**src/rtl/full_adder_pkg.sv**
```systemverilog
// -----------------------------------------------------------------------------
// full_adder_pkg
//   Shared types for the full_adder block.
//   fa_flags_t : carry-out / signed-overflow flag pair held by the output stage.
//   fa_flags() : builds an fa_flags_t from the two raw flag bits.
// -----------------------------------------------------------------------------
package full_adder_pkg;

    typedef struct packed {
        logic cout;
        logic ovf;
    } fa_flags_t;

    function automatic fa_flags_t fa_flags(input logic cout, input logic ovf);
        fa_flags_t f;
        f.cout = cout;
        f.ovf  = ovf;
        return f;
    endfunction

endpackage

```
**src/rtl/full_adder_bit.sv**
```systemverilog
// -----------------------------------------------------------------------------
// full_adder_bit
//   One-bit full-adder cell, purely combinational.
//   a, b : operand bits
//   ci   : carry in
//   s    : sum bit, a ^ b ^ ci
//   co   : carry out, generate | (propagate & ci)
// -----------------------------------------------------------------------------
module full_adder_bit (
    input  logic a,
    input  logic b,
    input  logic ci,
    output logic s,
    output logic co
);

    logic w_p;

    assign w_p = a ^ b;
    assign s   = w_p ^ ci;
    assign co  = (a & b) | (ci & w_p);

endmodule

```
**src/rtl/full_adder.sv**
```systemverilog
// -----------------------------------------------------------------------------
// full_adder
//   COUNT-bit ripple-carry adder built from full_adder_bit cells, with a
//   zero-latency combinational result and a one-cycle registered copy.
//   clk, rst_n          : clock (rising edge), async active-low reset
//   A, B, Cin           : operands and carry-in
//   in_valid            : qualifies A/B/Cin for the registered path
//   S, Cout, Ovf        : combinational sum, carry-out, signed overflow
//   S_r, Cout_r, Ovf_r  : registered S/Cout/Ovf, loaded when in_valid=1
//   out_valid           : in_valid delayed one cycle
// -----------------------------------------------------------------------------
module full_adder
    import full_adder_pkg::*;
#(
    parameter int COUNT = 4
) (
    input  logic             clk,
    input  logic             rst_n,
    input  logic [COUNT-1:0] A,
    input  logic [COUNT-1:0] B,
    input  logic             Cin,
    input  logic             in_valid,
    output logic [COUNT-1:0] S,
    output logic             Cout,
    output logic             Ovf,
    output logic [COUNT-1:0] S_r,
    output logic             Cout_r,
    output logic             Ovf_r,
    output logic             out_valid
);

    // w_c[i] is the carry into bit i; w_c[COUNT] is the carry out.
    logic [COUNT:0]   w_c;
    logic [COUNT-1:0] w_s;

    assign w_c[0] = Cin;

    generate
        for (genvar gi = 0; gi < COUNT; gi++) begin : g_bit
            full_adder_bit u_bit (
                .a  (A[gi]),
                .b  (B[gi]),
                .ci (w_c[gi]),
                .s  (w_s[gi]),
                .co (w_c[gi+1])
            );
        end
    endgenerate

    // Signed overflow: carry into the MSB disagrees with carry out of it.
    // For COUNT=1 the carry into the MSB is Cin itself.
    assign S    = w_s;
    assign Cout = w_c[COUNT];
    assign Ovf  = w_c[COUNT-1] ^ w_c[COUNT];

    // Output stage: result loads only on valid, valid flag loads every cycle.
    logic [COUNT-1:0] r_s;
    fa_flags_t        r_flags;
    logic             r_vld;

    always_ff @(posedge clk or negedge rst_n) begin
        if (!rst_n) begin
            r_s     <= '0;
            r_flags <= '0;
            r_vld   <= 1'b0;
        end else begin
            r_vld <= in_valid;
            if (in_valid) begin
                r_s     <= w_s;
                r_flags <= fa_flags(w_c[COUNT], w_c[COUNT-1] ^ w_c[COUNT]);
            end
        end
    end

    assign S_r       = r_s;
    assign Cout_r    = r_flags.cout;
    assign Ovf_r     = r_flags.ovf;
    assign out_valid = r_vld;

endmodule

```
**config.mk**
```make
export PLATFORM = sky130hd
export DESIGN_NAME = full_adder
export DESIGN_NICKNAME = d
export VERILOG_FILES = /design/src/rtl/full_adder_pkg.sv /design/src/rtl/full_adder_bit.sv /design/src/rtl/full_adder.sv
export SDC_FILE = /design/constraint.sdc
export NUM_CORES = 1
export LEC_CHECK = 0
export ABC_AREA = 0
export BUFFER_PORTS_ARGS = -buffer_cell sky130_fd_sc_hd__clkbuf_2
export CORE_AREA = 2 2 39 41
export CTS_CLUSTER_DIAMETER = 150
export DETAILED_ROUTE_END_ITERATION = 12
export DIE_AREA = 0 0 41 43
export HOLD_SLACK_MARGIN = 0.08
export PLACE_DENSITY = 0.74
export SLEW_MARGIN = 20
export SYNTH_ARGS = -nofsm -noshare
export SYNTH_HDL_FRONTEND = slang
export SYNTH_SLANG_ARGS = --single-unit
```
**constraint.sdc**
```tcl
create_clock -name clk -period 2.7 [get_ports clk]
set_input_delay 0.54 -clock clk [delete_from_list [all_inputs] [get_ports clk]]
set_output_delay 0.54 -clock clk [all_outputs]
set_load 0.05 [all_outputs]
```
==> qor.csv, run 1 <==
stage,metric,value,unit
sta,fmax,0.347,GHz
cts,clock_sinks,7,
final_layout,drive_above_1_share,71.7,%
detailed_routing,drt_wl_total,730,um
detailed_routing,vias,311,
sta,hold_ws,0.125,ns
detailed_routing,via_per_inst,4.09,
final_layout,nFillCells,139,
floorplanning,core_region_area,1380,um^2
yosys,syn_inst,35,
cts,cts_root_buf,clkbuf_4,
floorplanning,num_io_pins,25,
floorplanning,initial_core_util,29.1,%
placed_design,dpl_cell_area,564,um^2
pwr,finalPower,0.481,mW
placed_design,numPortBuffers,24,
cts,cts_tree,done,
worst_setup_path,path_cells,buf_6 -> fa_2 -> inv_2 -> fa_2 -> inv_2 -> fa_2 -> inv_2 -> fa_2 -> inv_2 -> buf_8,
floorplanning,rows,14,
outcome,outcome,finished with violations,
final_layout,insertedDiodeCount,0,
yosys,yosysTopAreaCell,dfrtp_1,
worst_setup_path,crit_family,adder cells,
pwr,power_density,781,nW/um^2
sta,final.setup_skew,0,ns
final_layout,layout_commonest_cell,clkbuf_2,
floorplanning,die_area,1760,um^2
final_layout,area_growth_syn_to_layout,52.8,%
worst_setup_path,end_kind,primary output,
detailed_routing,avgRoutedWirePerCell,9.61,um
worst_setup_path,cp.depth,10,
grt,grt_pass1_wl,1270,um
pwr,ir_drop,0.321,mV
yosys,synth.avg_cell_area,11.5,um^2
cts,clk_latency,0.24,ns
cts,htreeDepth,1,
final_layout,fin_area,616,um^2
yosys,ys_warn_count,0,
run,cap_viol_max_count,0,
final_layout,finalNonFillerCells,76,
yosys,synth_cell_types,10,
cts,numCtsBuffers,3,
final_layout,final_util,44.5,%
worst_setup_path,ff2ff_path_depth,1,
final_layout,layout_common_cells,"20 x clkbuf_2, 7 x dfrtp_1, 5 x inv_2, 5 x inv_1, 4 x fa_2",
yosys,ys_seq_area_share,43.5,%
pwr,p_leak,0.327,nW
placed_design,place_congestion,0.682,
yosys,syn-num-nets,51,
yosys,synth_top_area_share,43.5,%
grt,track_usage,11.0,%
grt,grt_max_degree,10,
min_path,hp-class,in2async,
grt,antenna_found_initial,0,
sta,finalSetupViolations,3,
sta,hold_violations,0,
grt,grt_pass1_vias,326,
sta,final_max_slew_viol_count,0,
cts,postCtsSetupBuffers,0,
sta,rsz0062_at_grt,yes,
outcome,violations,setup timing,
yosys,synth.cell_area,403,um^2
worst_setup_path,crit_slowest_cell,fa_2,
detailed_routing,drtIter0Drc,4,
detailed_routing,dr.pass1.iters,3,
cts,clkTransAtPathRegs,0.05,ns
placed_design,dp.cells,72,
yosys,synth_seq_cells,7,
worst_setup_path,critPathMaxFanout,2,
floorplanning,die_w,41,um
sta,tightest_slew,0.280,ns
worst_setup_path,start_kind,input port,
grt,overflow,0,
floorplanning,die_y,43,um
cts,clock_path_buffers,2,
placed_design,dp_hpwl,646,um
sta,period_needed,2.88,ns
worst_setup_path,cp_num_buf_inv,6,
worst_setup_path,crit_path_max_incr_delay,0.44,ns
worst_setup_path,required,2.16,ns
yosys,synthTopCellsByArea,"dfrtp_1 43%, fa_1 20%, inv_1 9.3%, mux2_2 8.4%, buf_4 7.5%",
sta,fin_ws,-0.184,ns
worst_setup_path,path_class,in2out,
worst_setup_path,crit_arrival,2.34,ns
final_layout,nNetsFinal,77,
detailed_routing,ant_nets,0,
sta,maxSlewHeadroom,81.4,%
sta,period_share,107,%
detailed_routing,drc_errors,0,
[synth_stat cells]
cell,count
mux2_4,1
nor2_1,2
xnor2_1,1
buf_2,1
buf_4,4
inv_1,10
fa_1,4
a21oi_1,2
mux2_2,3
dfrtp_1,7
[layer usage]
metal	GRT usage [%]	vias to the layer above	part of all wire (%)	routed length, um
met4	4.00	0	0	0
met1	11.0	153	32	230
met2	18.1	10	58	423
met5	0	-	0	0
met3	5.76	0	10	76
li1	-	148	-	-
[path summary, 6_finish.rpt]
check	from	endpoint	slack [ns]
max in group asynchronous	rst_n	S_r[3]	2.41
worst max-delay path	A[0]	S[3]	-0.18
worst max register to register	Ovf_r	Ovf_r	1.95
worst min register to register	S_r[2]	S_r[2]	0.50
worst min-delay path	rst_n	Cout_r	0.13
min in group clk	S_r[2]	S_r[2]	0.50
[final cells by class]
type	count	area, um^2	share of cell area, %
Clock buffer	4	26.3	4.27
Multi-Input combinational cell	13	184	29.9
Timing Repair Buffer	26	173	28.0
Tap cell	16	20.0	3.25
Inverter	10	37.5	6.10
Sequential cell	7	175	28.5
[flip-flops by register name (all words and copies together), names as in the netlist]
name       count
Cout_r         1
out_valid      1
S_r            4
Ovf_r          1
[through the flow]
step	worst slack [ns]	TNS, ns
6_report	-0.184	-0.317
3_5_place_dp	-0.304	-0.697
2_1_floorplan	-0.117	-0.307
5_1_grt	-0.261	-0.543
3_3_place_gp	-0.285	-0.638
4_1_cts	-0.228	-0.592
[where the power goes]
part	total [mW]	switching [mW]	internal (mW)
combinational	0.256	0.172	0.0844
sequential	0.133	0.00886	0.124
clock	0.0917	0.0355	0.0562
total	0.481	0.216	0.264
[kinds of logic (layout without fill, tap and decap cells)]
| group | Yosys count | after routing | share of synthesized area (%) |
|---|---|---|---|
| and+or+nand+nor | 2 | 2 | 1.86 |
| AOI/OAI and AO/OA | 2 | 2 | 2.48 |
| DFF | 7 | 7 | 43.5 |
| xor gates and xnor gates | 1 | 1 | 2.17 |
| buffers and inverters | 15 | 40 | 18.0 |
| muxes | 4 | 4 | 12.1 |
| adders and majority gates | 4 | 4 | 19.9 |
[timing repair]
item | in CTS | in global routing
setup endpoints to repair | 3 | 3
hold buffers | 0 | 0
resized for setup | 4 | 7
pin swaps | 0 | 1
(Power assumes the default switching activity.)
==> run 2: changes to the inputs <==
==> constraint.sdc (replaced) <==
create_clock -name clk -period 2.7 [get_ports clk]
set_input_delay 0.54 -clock clk [delete_from_list [all_inputs] [get_ports clk]]
set_output_delay 0.54 -clock clk [all_outputs]
set_load 0.1 [all_outputs]
==> run 2 against run 1 <==
  * The flow still finishes with violations (setup timing)
  * Die area did not move
  * Final cell count is 1.3% higher
  * Clock skew unchanged
  * Sequential power about the same
  * Combinational power up 64%
  * Largest power group unchanged
  * Highest routed layer unchanged
==> qor.csv, run 2 (synthesized netlist as in run 1, its figures left out) <==
stage,metric,value,unit,change
cts,clock_sinks,7,,unchanged
grt,grt_pass1_wl,1290,um,+1.7%
worst_setup_path,crit_arrival,2.42,ns,+0.08 ns
min_path,hp-class,in2async,,
detailed_routing,drc_errors,0,,unchanged
grt,track_usage,11.7,%,+0.76 points
sta,rsz0062_at_grt,yes,,
cts,clk_latency,0.25,ns,about the same
cts,clkTransAtPathRegs,0.05,ns,about the same
sta,hold_ws,0.115,ns,-0.00994 ns
worst_setup_path,required,2.16,ns,about the same
sta,period_share,109,%,+2.7 points
grt,antenna_found_initial,0,,unchanged
sta,finalSetupViolations,3,,unchanged
placed_design,dpl_cell_area,621,um^2,+10%
worst_setup_path,r2r-start,Ovf_r,,
run,cap_viol_max_count,0,,unchanged
placed_design,place_congestion,0.564,,-17%
worst_setup_path,path_class,in2out,,
final_layout,register_area,175,um^2,unchanged
pwr,power_density,966,nW/um^2,+24%
sta,final.setup_skew,0,ns,unchanged
cts,cts_hold_buffers,0,,unchanged
detailed_routing,dr.pass1.iters,2,,-1
sta,tightest_slew,0.543,ns,+0.262 ns
sta,fmax,0.338,GHz,-2.5%
floorplanning,core_region_area,1380,um^2,unchanged
sta,final_max_slew_viol_count,0,,unchanged
outcome,violations,setup timing,,
worst_setup_path,start_kind,input port,,
detailed_routing,drtIter0Drc,3,,-1
pwr,ir_drop,0.554,mV,+72%
final_layout,largest_reg_flops,4,,unchanged
floorplanning,initial_core_util,29.1,%,unchanged
sta,period_needed,2.96,ns,+0.0727 ns
cts,clock_path_buffers,2,,unchanged
cts,cts_tree,done,,
cts,htreeDepth,1,,unchanged
worst_setup_path,ff2ff_path_depth,1,,unchanged
floorplanning,die_area,1760,um^2,unchanged
final_layout,fin_area,671,um^2,+8.9%
detailed_routing,ant_nets,0,,unchanged
final_layout,insertedDiodeCount,0,,unchanged
detailed_routing,avgRoutedWirePerCell,10.1,um,+5.3%
floorplanning,die_y,43,um,unchanged
final_layout,nFillCells,134,,-3.6%
worst_setup_path,reg2reg_slack,1.93,ns,-0.02 ns
final_layout,nNetsFinal,78,,+1.3%
sta,fin_ws,-0.256,ns,-0.0727 ns
placed_design,dp_hpwl,647,um,+0.14%
sta,maxSlewHeadroom,64.0,%,-17 points
final_layout,multi_input_area,184,um^2,unchanged
worst_setup_path,end_kind,primary output,,
cts,numCtsBuffers,3,,unchanged
placed_design,numPortBuffers,24,,unchanged
worst_setup_path,timing.rr.end,Ovf_r,,
detailed_routing,vias,305,,-1.9%
pwr,p_leak,0.343,nW,+5.1%
cts,cts_root_buf,clkbuf_4,,
final_layout,layout_common_cells,"18 x clkbuf_2, 7 x dfrtp_1, 5 x inv_1, 5 x buf_12",,
sta,hold_violations,0,,unchanged
outcome,outcome,finished with violations,,
final_layout,finalNonFillerCells,77,,+1.3%
final_layout,area_growth_syn_to_layout,66.5,%,
worst_setup_path,cp-startpoint,Cin,,
worst_setup_path,cp-endpoint,S[3],,
floorplanning,num_io_pins,25,,unchanged
placed_design,dp.cells,71,,-1.4%
grt,grt_max_degree,10,,unchanged
worst_setup_path,critPathMaxFanout,2,,unchanged
final_layout,drive_above_1_share,72.1,%,+0.46 points
detailed_routing,via_per_inst,3.96,,-3.2%
detailed_routing,drt_wl_total,779,um,+6.7%
floorplanning,die_w,41,um,unchanged
grt,overflow,0,,unchanged
grt,grt_pass1_vias,314,,-3.7%
final_layout,layout_commonest_cell,clkbuf_2,,
sta,tns,-0.616,ns,-0.299 ns
floorplanning,rows,14,,unchanged
placed_design,place_ws,-0.335,ns,-0.0316 ns
-- run 2: cell types whose count changed in the layout (fill, tap and decap cells not counted) --
cell,change
clkbuf_2,-2
buf_8,-1
buf_4,+1
buf_12,+4
buf_6,-1
clkinvlp_4,+1
inv_2,-1
-- run 2: how the worst min path moves through the flow --
stage                      to  cells past startpoint   from
floorplan              Cout_r                      0  rst_n
global placement       S_r[0]                      1  rst_n
detailed placement  out_valid                      1  rst_n
CTS                    S_r[1]                      1  rst_n
global route           S_r[1]                      1  rst_n
finish                 S_r[1]                      1  rst_n
-- run 2: layout make-up --
| cell class | instances | area share, % |
|---|---|---|
| Timing Repair Buffer | 27 | 33.4 |
| Multi-Input combinational cell | 13 | 27.4 |
| Sequential cell | 7 | 26.1 |
| Inverter | 10 | 6.16 |
| Clock buffer | 4 | 3.92 |
| Tap cell | 16 | 2.99 |
-- run 2: per-stage QoR --
step / power [mW] / util (%)
6_report: 0.648 / 48.5
5_1_grt: 0.677 / 48.5
3_3_place_gp: 0.549 / 44.8
3_5_place_dp: 0.553 / 44.8
2_1_floorplan: 0.471 / -
4_1_cts: 0.654 / 47.5
-- run 2: report_power, final --
part | switching [mW] | total (mW) | internal, mW
Sequential | 0.00983 | 0.134 | 0.124
Clock | 0.0370 | 0.0933 | 0.0563
Combinational | 0.311 | 0.421 | 0.110
Total | 0.358 | 0.648 | 0.290
-- run 2: layer usage --
metal	routed length, um	GRT usage [%]
met1	272	11.8
met5	0	0
met4	0	8.00
met2	448	17.2
met3	58	6.81
-- run 2: timing repair --
| item | 4_1_cts | 5_1_grt |
|---|---|---|
| setup buffers | 1 | 1 |
| setup endpoints to repair | 3 | 3 |
| resized for setup | 2 | 1 |
| pin swaps | 4 | 4 |
-- run 2: critical path, cell delays in order --
cell and delay (ns):
buf_6 0.09, fa_2 0.37, inv_2 0.06, fa_2 0.18
inv_2 0.04, fa_2 0.37, inv_2 0.07, fa_2 0.44
inv_2 0.08, buf_12 0.17
==> run 3: changes to the inputs <==
--- a/config.mk
+++ b/config.mk
@@ -6,13 +6,13 @@
 export NUM_CORES = 1
 export LEC_CHECK = 0
 export ABC_AREA = 0
-export BUFFER_PORTS_ARGS = -buffer_cell sky130_fd_sc_hd__clkbuf_2
 export CORE_AREA = 2 2 39 41
 export CTS_CLUSTER_DIAMETER = 150
 export DETAILED_ROUTE_END_ITERATION = 12
 export DIE_AREA = 0 0 41 43
+export DONT_BUFFER_PORTS = 1
 export HOLD_SLACK_MARGIN = 0.08
-export PLACE_DENSITY = 0.74
+export PLACE_DENSITY = 0.57
 export SLEW_MARGIN = 20
 export SYNTH_ARGS = -nofsm -noshare
 export SYNTH_HDL_FRONTEND = slang
==> run 3 against run 2 <==
  * The run still ends with setup timing left
  * Critical path depth fell by 1
  * Die area is the same
  * Cell area is 14% lower
  * Power decreased by 4.9%
  * Via count fell by 17%
  * Core utilization is 6.6 points lower
  * Combinational power is 41% lower
  * Wire length is 10% lower
  * Worst hold slack gained 0.20 ns
  * Clock skew unchanged
  * Critical endpoint unchanged
  * Largest power group is now sequential cells
==> qor.csv, run 3 (synthesized netlist as in run 1, its figures left out) <==
stage,metric,value,unit,change
outcome,outcome,finished with violations,,
outcome,violations,setup timing,,
grt,use_met3,2.62,%,-4.2 points
final_layout,register_area,175,um^2,unchanged
grt,track_usage,10.1,%,-1.6 points
floorplanning,die_w,41,um,unchanged
worst_setup_path,r2r-start,S_r[2],,
detailed_routing,via_per_inst,4.27,,+7.8%
final_layout,area_growth_syn_to_layout,43.8,%,
pwr,ir_drop,0.322,mV,-42%
floorplanning,num_io_pins,25,,unchanged
sta,final_max_slew_viol_count,0,,unchanged
floorplanning,rows,14,,unchanged
sta,hold_ws,0.318,ns,+0.203 ns
sta,rsz0062_at_grt,yes,,
final_layout,drive_above_1_share,58.1,%,-14 points
sta,final.setup_skew,0,ns,unchanged
detailed_routing,vias,252,,-17%
floorplanning,die_area,1760,um^2,unchanged
pwr,power_density,1060,nW/um^2,+10%
worst_setup_path,crit_arrival,2.29,ns,-0.13 ns
cts,clkTransAtPathRegs,0.05,ns,about the same
grt,overflow,0,,unchanged
placed_design,place_congestion,0.652,,+15%
sta,hold_violations,0,,unchanged
worst_setup_path,end_kind,primary output,,
final_layout,multi_input_area,184,um^2,unchanged
placed_design,numPortBuffers,0,,-100%
cts,clock_path_buffers,2,,unchanged
run,cap_viol_max_count,0,,unchanged
worst_setup_path,path_class,in2out,,
grt,busiest_layer,met2,,
grt,globalRouteMet2Util,15.9,%,-1.3 points
detailed_routing,dr.pass1.iters,1,,-1
final_layout,insertedDiodeCount,0,,unchanged
worst_setup_path,reg2reg_slack,1.41,ns,-0.52 ns
final_layout,layout_commonest_cell,dfrtp_1,,
placed_design,dp_hpwl,602,um,-7.0%
cts,cts_tree,done,,
grt,grt_pass1_vias,284,,-9.6%
final_layout,nFillCells,133,,-0.75%
sta,tightest_slew,0.899,ns,+0.357 ns
worst_setup_path,timing.rr.end,S_r[2],,
pwr,p_leak,0.267,nW,-22%
detailed_routing,drt_wl_total,699,um,-10%
sta,period_needed,2.83,ns,-0.123 ns
min_path,hp-class,in2reg,,
worst_setup_path,cp-endpoint,S[3],,
cts,clock_sinks,7,,unchanged
worst_setup_path,start_kind,input port,,
cts,htreeDepth,1,,unchanged
cts,numCtsBuffers,3,,unchanged
sta,fmax,0.353,GHz,+4.3%
sta,fin_ws,-0.133,ns,+0.123 ns
final_layout,layout_common_cells,"7 x dfrtp_1, 5 x inv_1, 5 x buf_12, 4 x inv_2, 4 x fa_2",,
cts,cts_root_buf,clkbuf_4,,
grt,antenna_found_initial,0,,unchanged
sta,finalSetupViolations,3,,unchanged
grt,grt_max_degree,10,,unchanged
grt,met1_usage,8.47,%,-3.3 points
sta,maxSlewHeadroom,40.0,%,-24 points
worst_setup_path,cp-startpoint,Cin,,
detailed_routing,avgRoutedWirePerCell,11.8,um,+17%
floorplanning,initial_core_util,29.1,%,unchanged
detailed_routing,drc_errors,0,,unchanged
worst_setup_path,ff2ff_path_depth,1,,unchanged
pwr,finalPower,0.617,mW,-4.9%
grt,grt_pass1_wl,1080,um,-17%
floorplanning,die_y,43,um,unchanged
worst_setup_path,required,2.16,ns,about the same
detailed_routing,drtIter0Drc,0,,-3
worst_setup_path,critPathMaxFanout,2,,unchanged
sta,period_share,105,%,-4.6 points
floorplanning,core_region_area,1380,um^2,unchanged
final_layout,largest_reg_flops,4,,unchanged
detailed_routing,ant_nets,0,,unchanged
final_layout,nNetsFinal,60,,-23%
cts,clk_latency,0.25,ns,about the same
==> run 3: worst min path at each step <==
stage / slack [ns] / depth (start not counted) / to / from
2_1_floorplan: 0.24 / 0 / Cout_r / rst_n
3_3_place_gp: 0.24 / 0 / out_valid / rst_n
3_5_place_dp: 0.24 / 0 / out_valid / rst_n
4_1_cts: 0.31 / 0 / out_valid / in_valid
5_1_grt: 0.30 / 0 / out_valid / in_valid
6_report: 0.32 / 0 / out_valid / in_valid
==> run 3: final cells by class <==
class	instances	area share (%)
multi-input cells	13	31.7
flip-flops and latches	7	30.2
repair buffers	9	22.9
inverters	10	7.13
clock buffers	4	4.54
well taps	16	3.46
==> run 3: metal layers <==
layer / wire length, um / vias up
li1: - / 115
met3: 75 / 2
met4: 12 / 0
met5: 0 / -
met2: 408 / 13
met1: 202 / 122
==> run 3: through the flow <==
step	std cells	area, um^2	util [%]	setup TNS, ns	worst slack, ns
floorplan	35	445	-	-0.960	-0.328
detailed placement	53	533	38.5	-0.552	-0.224
global placement	53	533	38.5	-0.505	-0.217
CTS	58	572	41.3	-0.303	-0.144
finish	59	579	41.9	-0.262	-0.133
global route	59	579	41.9	-0.452	-0.196
==> run 3: critical path: stages <==
cell    delay (ns)
fa_2          0.36
inv_2         0.06
fa_2          0.19
inv_2         0.04
fa_2          0.34
inv_2         0.06
fa_2          0.43
inv_2         0.08
buf_12        0.17
==> run 3: report_power, final <==
part           internal [mW]  switching, mW  total (mW)
registers              0.121          0.155       0.275
logic                 0.0917          0.155       0.247
clock network         0.0563         0.0378      0.0942
==> run 3: repair_timing <==
action                                  4_1_cts  5_1_grt
pin swaps                                     5        0
endpoints found under the hold margin         7        0
cloned                                        0        0
resized for setup                             2        0
endpoints found under the setup margin        3        3
setup buffers                                 0        1
hold buffers                                  1        0
